**config.mk**
```make
export PLATFORM = sky130hd
export DESIGN_NAME = alarm_ringer_flat
export DESIGN_NICKNAME = d
export VERILOG_FILES = /design/src/rtl/alarm_ringer_pkg.sv /design/src/rtl/alarm_ringer_if.sv /design/src/rtl/alarm_ringer_sec_down_counter.sv /design/src/rtl/alarm_ringer.sv /design/src/flat_wrapper.sv
export SDC_FILE = /design/constraint.sdc
export NUM_CORES = 1
export LEC_CHECK = 0
export CORE_UTILIZATION = 40
export DETAILED_ROUTE_END_ITERATION = 12
export GPL_TIMING_DRIVEN = 1
export PLACE_DENSITY = 0.77
export SYNTH_ARGS = -nofsm -noshare
export SYNTH_HDL_FRONTEND = slang
export SYNTH_HIERARCHICAL = 1
export SYNTH_SLANG_ARGS = --single-unit
```
**constraint.sdc**
```tcl
create_clock -name clk -period 5.35 [get_ports clk]
set_input_delay 1.07 -clock clk [delete_from_list [all_inputs] [get_ports clk]]
set_output_delay 1.07 -clock clk [all_outputs]
set_load 0.01 [all_outputs]
```
**src/rtl/alarm_ringer_pkg.sv**
```systemverilog
// Shared types and widths for the alarm ringer slice.
package alarm_ringer_pkg;

   localparam int TIME_W = 6;

   typedef enum logic [1:0] {
      IDLE   = 2'b00,
      RING   = 2'b01,
      SNOOZE = 2'b10
   } state_e;

endpackage

```
**src/rtl/alarm_ringer_if.sv**
```systemverilog
// Signal bundle between the watch/alarm-setting logic and the ringer.
interface alarm_ringer_if;
   import alarm_ringer_pkg::*;

   // tick_1hz, snooze and aclear are single-clk pulses; everything else is a level.
   logic              tick_1hz;
   logic [TIME_W-1:0] cur_hour;
   logic [TIME_W-1:0] cur_min;
   logic [TIME_W-1:0] cur_sec;
   logic [TIME_W-1:0] al_hour;
   logic [TIME_W-1:0] al_min;
   logic              al_en;
   logic              in_edit;
   logic              snooze;
   logic              aclear;
   logic              buzz;
   logic              ringing;
   logic              snoozed;
   logic [1:0]        RS;

   modport master (
      output tick_1hz, cur_hour, cur_min, cur_sec, al_hour, al_min,
             al_en, in_edit, snooze, aclear,
      input  buzz, ringing, snoozed, RS
   );

   modport slave (
      input  tick_1hz, cur_hour, cur_min, cur_sec, al_hour, al_min,
             al_en, in_edit, snooze, aclear,
      output buzz, ringing, snoozed, RS
   );

endinterface

```
**src/rtl/alarm_ringer_sec_down_counter.sv**
```systemverilog
// Loadable seconds down-counter that stops at zero; clr has priority over load.
module alarm_ringer_sec_down_counter #(
   parameter int W = 6
) (
   input  logic         clk,
   input  logic         reset,
   input  logic         clr,
   input  logic         load,
   input  logic [W-1:0] load_val,
   input  logic         tick_en,
   output logic [W-1:0] cnt,
   output logic         zero
);

   logic [W-1:0] cnt_q;
   logic [W-1:0] cnt_d;

   always_comb begin
      cnt_d = cnt_q;
      if (clr) begin
         cnt_d = '0;
      end else if (load) begin
         cnt_d = load_val;
      end else if (tick_en && (cnt_q != '0)) begin
         cnt_d = cnt_q - W'(1);
      end
   end

   always_ff @(posedge clk) begin
      if (!reset) begin
         cnt_q <= '0;
      end else begin
         cnt_q <= cnt_d;
      end
   end

   assign cnt  = cnt_q;
   assign zero = (cnt_q == '0);

endmodule

```
**src/rtl/alarm_ringer.sv**
```systemverilog
// Alarm ringer: edge-detects the alarm-time match, rings with a toggling buzzer,
// supports bounded snoozes, auto-timeout and clear.
module alarm_ringer
   import alarm_ringer_pkg::*;
#(
   parameter int RING_SECS   = 60,
   parameter int SNOOZE_SECS = 300,
   parameter int MAX_SNOOZE  = 3
) (
   input  logic           clk,
   input  logic           reset,
   alarm_ringer_if.slave  bus
);

   localparam int RING_W = $clog2(RING_SECS + 1);
   localparam int SNZ_W  = $clog2(SNOOZE_SECS + 1);
   localparam int USED_W = $clog2(MAX_SNOOZE + 1);

   state_e            state_q, state_d;
   logic              beep_q, beep_d;
   logic [USED_W-1:0] snz_used_q, snz_used_d;
   logic              match_prev_q, match_prev_d;

   logic              match, trigger, clear, snz_ok;
   logic              ring_load, ring_tick, snz_load, snz_tick;
   logic [RING_W-1:0] ring_cnt;
   logic [SNZ_W-1:0]  snz_cnt;
   logic              ring_zero, snz_zero, ring_last, snz_last;

   assign match = bus.al_en & ~bus.in_edit &
                  (bus.cur_hour == bus.al_hour) & (bus.cur_min == bus.al_min) &
                  (bus.cur_sec == '0);
   assign trigger = match & ~match_prev_q;
   assign clear   = ~bus.al_en | bus.aclear;
   assign snz_ok  = bus.snooze & (snz_used_q < USED_W'(MAX_SNOOZE));

   // "last" means the next tick brings the count to zero, so the state moves on that tick.
   assign ring_last = ring_zero | (ring_cnt == RING_W'(1));
   assign snz_last  = snz_zero | (snz_cnt == SNZ_W'(1));

   always_comb begin
      state_d      = state_q;
      beep_d       = beep_q;
      snz_used_d   = snz_used_q;
      match_prev_d = match;
      ring_load    = 1'b0;
      ring_tick    = 1'b0;
      snz_load     = 1'b0;
      snz_tick     = 1'b0;
      if (clear) begin
         state_d    = IDLE;
         beep_d     = 1'b0;
         snz_used_d = '0;
      end else begin
         case (state_q)
            IDLE: begin
               if (trigger) begin
                  state_d    = RING;
                  ring_load  = 1'b1;
                  snz_used_d = '0;
                  beep_d     = 1'b1;
               end
            end
            RING: begin
               if (snz_ok) begin
                  state_d    = SNOOZE;
                  snz_load   = 1'b1;
                  snz_used_d = snz_used_q + USED_W'(1);
                  beep_d     = 1'b0;
               end else if (bus.tick_1hz) begin
                  ring_tick = 1'b1;
                  beep_d    = ~beep_q;
                  if (ring_last) begin
                     state_d = IDLE;
                     beep_d  = 1'b0;
                  end
               end
            end
            SNOOZE: begin
               if (bus.tick_1hz) begin
                  snz_tick = 1'b1;
                  if (snz_last) begin
                     state_d   = RING;
                     ring_load = 1'b1;
                     beep_d    = 1'b1;
                  end
               end
            end
            default: begin
               state_d = IDLE;
               beep_d  = 1'b0;
            end
         endcase
      end
   end

   always_ff @(posedge clk) begin
      if (!reset) begin
         state_q      <= IDLE;
         beep_q       <= 1'b0;
         snz_used_q   <= '0;
         match_prev_q <= 1'b0;
      end else begin
         state_q      <= state_d;
         beep_q       <= beep_d;
         snz_used_q   <= snz_used_d;
         match_prev_q <= match_prev_d;
      end
   end

   alarm_ringer_sec_down_counter #(.W(RING_W)) u_ring_cnt (
      .clk      (clk),
      .reset    (reset),
      .clr      (clear),
      .load     (ring_load),
      .load_val (RING_W'(RING_SECS)),
      .tick_en  (ring_tick),
      .cnt      (ring_cnt),
      .zero     (ring_zero)
   );

   alarm_ringer_sec_down_counter #(.W(SNZ_W)) u_snz_cnt (
      .clk      (clk),
      .reset    (reset),
      .clr      (clear),
      .load     (snz_load),
      .load_val (SNZ_W'(SNOOZE_SECS)),
      .tick_en  (snz_tick),
      .cnt      (snz_cnt),
      .zero     (snz_zero)
   );

   assign bus.buzz    = (state_q == RING) & beep_q;
   assign bus.ringing = (state_q == RING);
   assign bus.snoozed = (state_q == SNOOZE);
   assign bus.RS      = state_q;

endmodule

```
**src/flat_wrapper.sv**
```systemverilog
// flat-port wrapper written by rule: the top's interface ports become plain ports
module alarm_ringer_flat import alarm_ringer_pkg::*;
#(
   parameter int RING_SECS   = 60,
   parameter int SNOOZE_SECS = 300,
   parameter int MAX_SNOOZE  = 3
)
  (clk, reset, bus_tick_1hz, bus_cur_hour, bus_cur_min, bus_cur_sec, bus_al_hour, bus_al_min, bus_al_en, bus_in_edit, bus_snooze, bus_aclear, bus_buzz, bus_ringing, bus_snoozed, bus_RS);
  alarm_ringer_if bus_i ();
  input  logic clk;
  input  logic reset;
  input wire logic [$bits(bus_i.tick_1hz)-1:0] bus_tick_1hz;
  input wire logic [$bits(bus_i.cur_hour)-1:0] bus_cur_hour;
  input wire logic [$bits(bus_i.cur_min)-1:0] bus_cur_min;
  input wire logic [$bits(bus_i.cur_sec)-1:0] bus_cur_sec;
  input wire logic [$bits(bus_i.al_hour)-1:0] bus_al_hour;
  input wire logic [$bits(bus_i.al_min)-1:0] bus_al_min;
  input wire logic [$bits(bus_i.al_en)-1:0] bus_al_en;
  input wire logic [$bits(bus_i.in_edit)-1:0] bus_in_edit;
  input wire logic [$bits(bus_i.snooze)-1:0] bus_snooze;
  input wire logic [$bits(bus_i.aclear)-1:0] bus_aclear;
  output wire logic [$bits(bus_i.buzz)-1:0] bus_buzz;
  output wire logic [$bits(bus_i.ringing)-1:0] bus_ringing;
  output wire logic [$bits(bus_i.snoozed)-1:0] bus_snoozed;
  output wire logic [$bits(bus_i.RS)-1:0] bus_RS;
  assign bus_i.tick_1hz = bus_tick_1hz;
  assign bus_i.cur_hour = bus_cur_hour;
  assign bus_i.cur_min = bus_cur_min;
  assign bus_i.cur_sec = bus_cur_sec;
  assign bus_i.al_hour = bus_al_hour;
  assign bus_i.al_min = bus_al_min;
  assign bus_i.al_en = bus_al_en;
  assign bus_i.in_edit = bus_in_edit;
  assign bus_i.snooze = bus_snooze;
  assign bus_i.aclear = bus_aclear;
  assign bus_buzz = bus_i.buzz;
  assign bus_ringing = bus_i.ringing;
  assign bus_snoozed = bus_i.snoozed;
  assign bus_RS = bus_i.RS;
  alarm_ringer #(.RING_SECS(RING_SECS), .SNOOZE_SECS(SNOOZE_SECS), .MAX_SNOOZE(MAX_SNOOZE)) u_core (.clk(clk), .reset(reset), .bus(bus_i));
endmodule
```
==> results_dict.tcl <==
set metrics [dict create \
    nets 283 \
    worst_ep_arrival_time_ps 3290 \
    synth_xor_area_frac 0.118 \
    netlist_instances 186 \
    yosys.area_share.simple 0.288 \
    start_util 0.433 \
    vias 1498 \
    path_class "primary input to flop" \
    h-tree-depth 1 \
    fillers 331 \
    synth_area_um2 1490 \
    rr_worst_depth 10 \
    yosysWarnings 6 \
    place.gp.congestion 0.864 \
    clkLatencyLatePin_ps 260 \
    synth_area_leaders "dfxtp_1, xnor2_1, a21oi_1" \
    clk_path_buf_depth 2 \
    cts_root_buf "clkbuf_8" \
    placed_area_um2 1990 \
    first_pass_iters 4 \
    dp_hpwl_mm 2.89 \
    rr_startpoint "u_core/u_snz_cnt/cnt[3]" \
    synth_fa_ha_area_frac 0.0336 \
    grt_overflow 0 \
    area_delta_synth_final_pct 37.0 \
    detail-route-antenna-nets 0 \
    worstHoldPathCells 2 \
    crit_required_ps 5550 \
    p_leak_nw 0.711 \
    clock_power_share 0.343 \
    yosysUniqueCellTypes 48 \
    fin_worst_skew_ps 1.67 \
    synth-main-ff-cell "dfxtp_1" \
    p_int_w 0.000241 \
    yosys_register_bits 21 \
    antenna_found_initial 0 \
    slew_headroom 0.587 \
    rsz0062_at_grt "no" \
    synth_area_leader_cell "dfxtp_1" \
    io_buffers 41 \
    drt_first_iter_violations 71 \
    synth-edff-count 0 \
    synth_area_per_cell_um2 8.00 \
    design.core.area_um2 3440 \
    grt_pass1_wl_mm 6.27 \
    multi_input_comb_area_um2 1060 \
    synth_async_sr_flop_share 0 \
    dieArea_um2 3970 \
    slew_violations 0 \
    synth.most_common_cell "dfxtp_1" \
    synthDominantCellAreaShare 0.282 \
    max_cap_viol_count 0 \
    hold_buffers 0 \
    grt_max_degree 15 \
    setup_tns_ps 0 \
    seq_area_um2 420 \
    rrSetupSlack_ps 2760 \
    cts_tree "yes" \
    peakVddDrop_mv 0.0738 \
    switching_share 0.230 \
    viasPerCell 5.22 \
    clock_sinks 21 \
    yosysSeqAreaShare 0.282 \
    finalHoldViolations 0 \
    diodes 0 \
    setup_viol 0 \
    fin_area_um2 2040 \
    power_density_nw_per_um2 153 \
    rows 21 \
    grtUsageTotal 0.195 \
    critPathLaunch "bus_al_en" \
    crit_path_end_kind "flop" \
    hp-start "u_core/u_snz_cnt/cnt[8]" \
    die_height_um 63.0 \
    synth_mux_area_frac 0.00672 \
    grt_pass1_vias 1504 \
    fmax_mhz 324 \
    p_sw_w 0.0000719 \
    post_cts_buffers 0 \
    worst_slew_pin_slew_ps 611 \
    critPathLaunchType "primary input" \
    hold_path_class "flop to flop" \
    sequentialPowerShare 0.500 \
    drive_above_1_share 0.0622 \
    wl_per_cell_um 12.5 \
    synth_top_cells_by_count "dfxtp_1, a21oi_1, xnor2_1" \
    synth_compound_area_frac 0.230 \
    wl_mm 3.59 \
    fin_crit_ps 3090 \
    io_pins 42 \
    post_cts_resized 0 \
    fin_crit_sh 0.577 \
    drc 0 \
    synth_top_family_by_area "simple AND/OR/NAND/NOR gates" \
    critPathMaxFanout 5 \
    status "finished clean" \
    die_w_um 63.0 \
    clk_pin_slew_ps 80 \
    cts_made_buffers 3 \
    p_comb_frac 0.158 \
]
==> sequential cells by signal (all words and copies together) (netlist names) <==
register               cells
u_core/beep_q              1
u_core/bus.RS              2
u_core/match_prev_q        1
u_core/snz_used_q          2
u_core/u_ring_cnt/cnt      6
u_core/u_snz_cnt/cnt       9
==> power by group through the flow <==
stage,clock (W),sequential [W],combinational [W]
global route,0.000115,0.000156,0.0000543
global placement,0,0.000160,0.0000485
CTS,0.000109,0.000156,0.0000494
floorplan,0,0.000160,0.0000173
detailed placement,0,0.000160,0.0000492
finish,0.000107,0.000156,0.0000493
==> critical path, cell delays in order <==
cell	delay [ps]
clkdlybuf4s50_1	460
nor2b_1	280
nand2_1	120
nor2_1	260
nor4b_1	560
o311ai_1	220
xor2_1	180
a21oi_1	140
==> cell families (layout without fill, tap and decap cells) <==
family | count (synthesis) | count (layout)
AND/OR/NAND/NOR | 72 | 72
XOR/XNOR | 20 | 20
other | 2 | 15
buffers and inverters | 14 | 56
flip-flops | 21 | 21
AO/OA/AOI/OAI | 52 | 52
multiplexers | 1 | 1
adder cells (fa/ha/maj) | 4 | 4
==> path summary, 6_finish.rpt <==
check                        endpoint
min reg2reg   u_core/u_snz_cnt/cnt[8]
max reg2reg  u_core/u_ring_cnt/cnt[0]
max           u_core/u_snz_cnt/cnt[5]
min           u_core/u_snz_cnt/cnt[8]
==> through the flow <==
step            util  instances  hold WS (ps)  total power, W  worst slack, ps
3_3_place_gp   0.579        283           515        0.000208             2130
5_1_grt        0.593        287           561        0.000326             1990
4_1_cts        0.593        287           529        0.000315             2270
6_report       0.593        287           531        0.000312             2260
2_1_floorplan      -        199           481        0.000177             2780
3_5_place_dp   0.579        283           515        0.000209             2020
==> routing by layer <==
| metal | part of all wire | wire length, µm | GRT usage | vias to the layer above |
|---|---|---|---|---|
| met5 | 0 | 0 | 0 | - |
| met3 | 0.028 | 99 | 0.0146 | 2 |
| met2 | 0.54 | 1930 | 0.368 | 27 |
| met4 | 0.0039 | 14 | 0.0872 | 0 |
| li1 | - | - | - | 762 |
| met1 | 0.43 | 1550 | 0.218 | 707 |
==> layout by cell type (no fill, tap or decap), drive strengths merged, types with 3 or more instances in the layout <==
| cell type | Yosys | layout |
|---|---|---|
| xor2 | 5 | 5 |
| nand3 | 3 | 3 |
| nor4 | 4 | 4 |
| clkdlybuf4s50 | 0 | 41 |
| nand4 | 4 | 4 |
| o21ai | 14 | 14 |
| dfxtp | 21 | 21 |
| nor2 | 14 | 14 |
| clkbuf | 2 | 3 |
| nor4b | 4 | 4 |
| nand2b | 5 | 5 |
| nand2 | 14 | 14 |
| conb | 2 | 15 |
| nor2b | 6 | 6 |
| inv | 11 | 11 |
| or3 | 3 | 3 |
| ha | 4 | 4 |
| nor3 | 5 | 5 |
| o31ai | 3 | 3 |
| xnor2 | 15 | 15 |
| and2 | 3 | 3 |
| a21oi | 20 | 20 |
==> cell type report <==
type | instances | share of cell area
clock buffer | 3 | 0.0202
clock inverter | 1 | 0.00245
inverter | 11 | 0.0202
multi-input combinational | 164 | 0.521
sequential | 21 | 0.206
tap | 46 | 0.0282
timing repair buffer | 41 | 0.201
No activity file was read; power rests on OpenSTA's default activity.
